--- config.mk ---
export PLATFORM = sky130hd
export DESIGN_NAME = iir_cfg_ctrl
export DESIGN_NICKNAME = d
export VERILOG_FILES = /design/src/rtl/iir_cfg_ctrl.sv
export SDC_FILE = /design/constraint.sdc
export NUM_CORES = 1
export LEC_CHECK = 0
export ABC_AREA = 1
export BUFFER_PORTS_ARGS = -buffer_cell sky130_fd_sc_hd__buf_2
export CAP_MARGIN = 20
export CORE_MARGIN = 2
export CORE_UTILIZATION = 60
export DETAILED_ROUTE_END_ITERATION = 10
export PLACE_DENSITY = 0.77
export SLEW_MARGIN = 40
export SYNTH_ARGS = -nofsm -noshare
export SYNTH_HDL_FRONTEND = slang
export SYNTH_SLANG_ARGS = --single-unit
--- constraint.sdc ---
create_clock -name clk -period 2.5 [get_ports clk]
set_clock_uncertainty 0.1 [all_clocks]
set_input_delay 0.5 -clock clk [delete_from_list [all_inputs] [get_ports clk]]
set_output_delay 0.5 -clock clk [all_outputs]
set_load 0.01 [all_outputs]
--- src/rtl/iir_cfg_ctrl.sv ---
// iir_cfg_ctrl: shadow coefficient bank and commit sequencer (drain, load, clear) in front of the opti_top IIR core
module iir_cfg_ctrl #(
    parameter int NUM_SEC   = 4,
    parameter int CW        = 16,
    parameter int DRAIN_MAX = 64
) (
    input  logic          clk,
    input  logic          rst_n,
    input  logic          cfg_wr_en,
    input  logic [4:0]    cfg_addr,
    input  logic [CW-1:0] cfg_wdata,
    input  logic          cfg_commit,
    output logic          cfg_busy,
    output logic          cfg_done,
    output logic          cfg_err,
    input  logic          s_valid_in,
    input  logic [CW-1:0] s_data_in,
    output logic          core_valid_in,
    output logic [CW-1:0] core_data_in,
    input  logic          core_valid_out,
    output logic          coef_we,
    output logic [4:0]    coef_addr,
    output logic [CW-1:0] coef_wdata,
    output logic          core_clr,
    output logic [15:0]   drop_cnt
);
    localparam int NC = NUM_SEC * 5;
    localparam int DW = $clog2(DRAIN_MAX + 1);

    typedef enum logic [1:0] {IDLE, BLOCK, LOAD, CLEAR} state_t;
    state_t state, state_nx;

    logic [CW-1:0] shadow [NC];
    logic [7:0]    inflight;
    logic [DW-1:0] drain;
    logic [4:0]    ld_idx;
    logic idle, drained, drain_end, timeout, wr_ok, wr_err, commit_err, underflow;

    assign idle       = state == IDLE;
    assign drained    = inflight == 8'd0 && !core_valid_in;
    assign drain_end  = drain == DW'(DRAIN_MAX - 1);
    assign timeout    = state == BLOCK && !drained && drain_end;
    assign wr_ok      = cfg_wr_en && idle && cfg_addr < 5'(NC);
    assign wr_err     = cfg_wr_en && !wr_ok;
    assign commit_err = cfg_commit && !idle;
    assign underflow  = core_valid_out && !core_valid_in && inflight == 8'd0;
    assign ld_idx     = state == LOAD ? coef_addr + 5'd1 : 5'd0;
    assign cfg_busy   = !idle;
    assign core_clr   = state == CLEAR;

    // state register
    always_ff @(posedge clk or negedge rst_n) begin
        if (!rst_n) state <= IDLE;
        else        state <= state_nx;
    end

    // next state: drain ends on an empty pipe or on the drain limit; the load walks coef_addr to the last index
    always_comb begin
        state_nx = state;
        case (state)
            IDLE:    state_nx = cfg_commit ? BLOCK : IDLE;
            BLOCK:   state_nx = (drained || drain_end) ? LOAD : BLOCK;
            LOAD:    state_nx = coef_addr == 5'(NC - 1) ? CLEAR : LOAD;
            default: state_nx = IDLE;
        endcase
    end

    // shadow bank: b0 of each section resets to unity, host writes land only while idle
    always_ff @(posedge clk or negedge rst_n) begin
        if (!rst_n) begin
            for (int i = 0; i < NC; i++) shadow[i] <= (i % 5 == 0) ? CW'(16'h4000) : '0;
        end else if (wr_ok) begin
            shadow[cfg_addr] <= cfg_wdata;
        end
    end

    // sample path: forward while idle, otherwise zero the stream and count drops
    always_ff @(posedge clk or negedge rst_n) begin
        if (!rst_n) begin
            core_valid_in <= 1'b0;
            core_data_in  <= '0;
            drop_cnt      <= '0;
        end else begin
            core_valid_in <= idle && s_valid_in;
            core_data_in  <= idle ? s_data_in : '0;
            if (!idle && s_valid_in && drop_cnt != 16'hFFFF) drop_cnt <= drop_cnt + 16'd1;
        end
    end

    // in-flight tracking and drain timer
    always_ff @(posedge clk or negedge rst_n) begin
        if (!rst_n) begin
            inflight <= '0;
            drain    <= '0;
        end else begin
            drain <= state == BLOCK ? drain + DW'(1) : '0;
            if (state == CLEAR) inflight <= '0;
            else if (core_valid_in && !core_valid_out) inflight <= inflight + 8'd1;
            else if (core_valid_out && !core_valid_in && inflight != 8'd0) inflight <= inflight - 8'd1;
        end
    end

    // coefficient port aligned with the LOAD cycles, plus registered done/error pulses
    always_ff @(posedge clk or negedge rst_n) begin
        if (!rst_n) begin
            coef_we    <= 1'b0;
            coef_addr  <= '0;
            coef_wdata <= '0;
            cfg_done   <= 1'b0;
            cfg_err    <= 1'b0;
        end else begin
            coef_we    <= state_nx == LOAD;
            coef_addr  <= state_nx == LOAD ? ld_idx : '0;
            coef_wdata <= state_nx == LOAD ? shadow[ld_idx] : '0;
            cfg_done   <= state == CLEAR;
            cfg_err    <= wr_err || commit_err || underflow || timeout;
        end
    end
endmodule

==> results by group <==
Worst setup path
  • Worst Reg-to-Reg Cells: 11
  • Max FO, Critical Path: 33
  • Worst Setup Start Kind: flop
  • Crit path DAT: 2620 ps
  • Crit Path Category: reg2reg
  • Required @ worst endpoint: 2800 ps
  • Worst setup EP type: flop

Placed design
  • Number of port buffers: 101
  • Placed Instances: 2689
  • Detail Placement HPWL: 30.19 mm
  • Placed cell area: 19200 sq um
  • GPL Wtd Cong: 0.9040

Floorplan
  • Die H: 178.0 um
  • Core Rows: 63
  • Die W: 178.0 um
  • I/O Pins: 102
  • Die ar.: 31690 sq um
  • Initial core utilization: 61.14%
  • Core region area: 29720 sq um

STA
  • Pins over their slew limit: 0
  • Total negative slack: 0 ps
  • Worst-Margin Slew: 840.9 ps
  • Hold Vio Cnt, Final: 0
  • Final min period: 2318 ps
  • Max frequency: 431.4 MHz
  • Final period util: 92.73%
  • RSZ-0062 raised after global routing: false
  • Final setup fails: 0
  • Slew headroom: 43.88%

Routing
  • Iter 0 DRT Violations: 1638
  • Drt total wl: 49.41 mm
  • Post-route ant nets: 0
  • Vias/cell: 5.733
  • Via count: 15876
  • Number of remaining DRC errors: 0
  • Routed len/inst: 17.84 um
  • First-pass DRT Iterations: 6

CTS
  • CTS tree: built
  • Num CTS Buffers: 42
  • Worst skew pair latency: 540 ps
  • Clock sink total: 394
  • Post-CTS setup buffer count: 0
  • Root Driver: clkbuf_16
  • Reg clk slew, reported paths: 60 ps
  • H-tree depth: 2
  • Max clock buf depth: 3

Layout
  • FF+latch area: 9864 sq um
  • Final non-filler cell total: 2769
  • Fin nets: 2397
  • Share of layout cells above drive strength 1: 10.81%
  • Area of the multi-input gates: 7072 sq um
  • Layout area overhead: 13.26%
  • Fin area: 20580 sq um
  • Leading cell type in the layout, fill and taps excluded: nand2_1
  • Filler Cell Count: 2388
  • Most frequent cells in the layout: 803 x nand2_1, 390 x dfrtp_1, 338 x o21ai_0

Yosys
  • Fraction of registers with async set/reset: 100.0%
  • Cells after Synth: 2290
  • Post-synth EDFFs: 0
  • Synth Register Bits: 394
  • Synth Flop Type: dfrtp_1
  • Synth Area per Inst: 7.934 sq um
  • Synth warnings: 0
  • Syn_nets: 2343
  • Cell variety after synth: 39
  • Sequential share of the synthesized area: 54.29%
  • Netlist Area Pre-Place: 18170 sq um

Global route
  • Vias in the first global route: 15262
  • Pin count of the biggest net entering global routing: 82
  • Antenna violations before repair: 1
  • GR Util All Layers: 32.25%
  • Grt ovf: 0
  • First-pass GRT wire length: 80.12 mm

Min path
  • Hold-critical path depth: 3
  • Type of the most critical hold path: in2reg

Job
  • Max-cap violations: 0

Status
  • Status: finished, final reports clean

Power and ir drop
  • Leak: 10.20 nW
  • Power per cell area: 932.2 nW/um^2
  • Peak supply drop: 0.0005485 V
## flip-flops by register name (all words and copies together), names as in the netlist
| signal | flops |
|---|---|
| cfg_err | 1 |
| core_data_in | 16 |
| coef_wdata | 16 |
| drain | 7 |
| inflight | 8 |
| coef_we | 1 |
| core_valid_in | 1 |
| state | 2 |
| coef_addr | 5 |
| shadow | 320 |
| drop_cnt | 16 |
| cfg_done | 1 |
## worst paths after layout
kind / to / start / slack (ps)
max in group asynchronous: shadow[121]$_DFFE_PN0P_ / rst_n / 1120
min: core_data_in[15]$_DFF_PN0_ / s_data_in[15] / 70
max reg2reg: coef_wdata[0]$_DFF_PN0_ / coef_addr[1]$_DFF_PN0_ / 180
min reg2reg: shadow[37]$_DFFE_PN0P_ / shadow[37]$_DFFE_PN0P_ / 380
min in group asynchronous: core_data_in[15]$_DFF_PN0_ / rst_n / 410
max: coef_wdata[0]$_DFF_PN0_ / coef_addr[1]$_DFF_PN0_ / 180
## report_power, final
part	leakage, nW	switching, mW	internal, mW
logic	4.17	3.07	1.72
registers	5.35	0.720	7.57
clock network	0.679	2.54	3.56
## synth_stat cells (2+ instances only)
master,instances,area share [%]
a21oi_1,26,0.72
and3_1,2,0.069
buf_2,43,1.2
clkbuf_1,110,2.3
clkbuf_2,2,0.055
clkinv_1,3,0.062
dfrtp_1,390,54
dfstp_2,4,0.58
ha_1,9,0.62
inv_1,158,3.3
inv_2,3,0.062
nand2_1,804,17
nand2_2,2,0.069
nand3_1,199,5.5
nand3_2,2,0.11
nand4_1,7,0.24
nor2_1,91,1.9
nor2_2,5,0.17
nor3_1,8,0.22
nor3_4,2,0.18
o21a_1,15,0.62
o21ai_0,338,9.3
o21ai_1,32,0.88
o22ai_1,2,0.069
xnor2_1,6,0.29
xor2_1,14,0.67
## metrics by stage
| stage | hold slack (ps) | util, % | setup WS [ps] | total power [mW] |
|---|---|---|---|---|
| after CTS | 62.83 | 69.24 | 221.7 | 19.19 |
| after detailed placement | 367.6 | 64.60 | 17.02 | 13.06 |
| final | 72.07 | 69.24 | 181.9 | 19.18 |
| after global routing | 71.99 | 69.24 | 77.75 | 20.29 |
| after global placement | 345.8 | 64.60 | 91.49 | 12.82 |
| after floorplan | 104.4 | - | 355.3 | 11.47 |
## final cells by class
class,count,area share (%)
Sequential cell,394,47.94
Timing Repair Buffer,166,5.679
Multi-Input combinational cell,1576,34.37
Clock inverter,14,0.3831
Tap cell,390,2.371
Clock buffer,64,6.257
Antenna cell,1,0.01216
Inverter,164,2.992
## cell families after synthesis
logic type	after synthesis	synth area share [%]
simple gates	1127	25.25
compound gates	419	11.84
flops	394	54.29
buf+inv	320	6.921
xor+xnor	20	0.9641
fa+ha+maj	10	0.7300
## routing by layer
| layer | part of all wire [%] | global-route usage (%) | vias up |
|---|---|---|---|
| met4 | 3.2 | 11.58 | 0 |
| met5 | 0 | 0 | - |
| met2 | 46 | 51.41 | 745 |
| met3 | 8.7 | 5.136 | 114 |
| met1 | 42 | 45.13 | 7607 |
| li1 | - | - | 7410 |
## timing repair
item	in CTS	in global routing
resized for setup	0	0
hold endpoints to repair	46	0
hold buffers	1	0
## critical path: stages, from the launching register on
cell      delay [ps]
dfrtp_1          430
ha_1             380
clkinv_1         120
nor2_2           170
buf_12           230
nand3_1          110
nand2_1          110
nand2_1           70
nand2_1          130
inv_1             50
nand3_1          140
nand2_1          110
(Power assumes the default switching activity.)
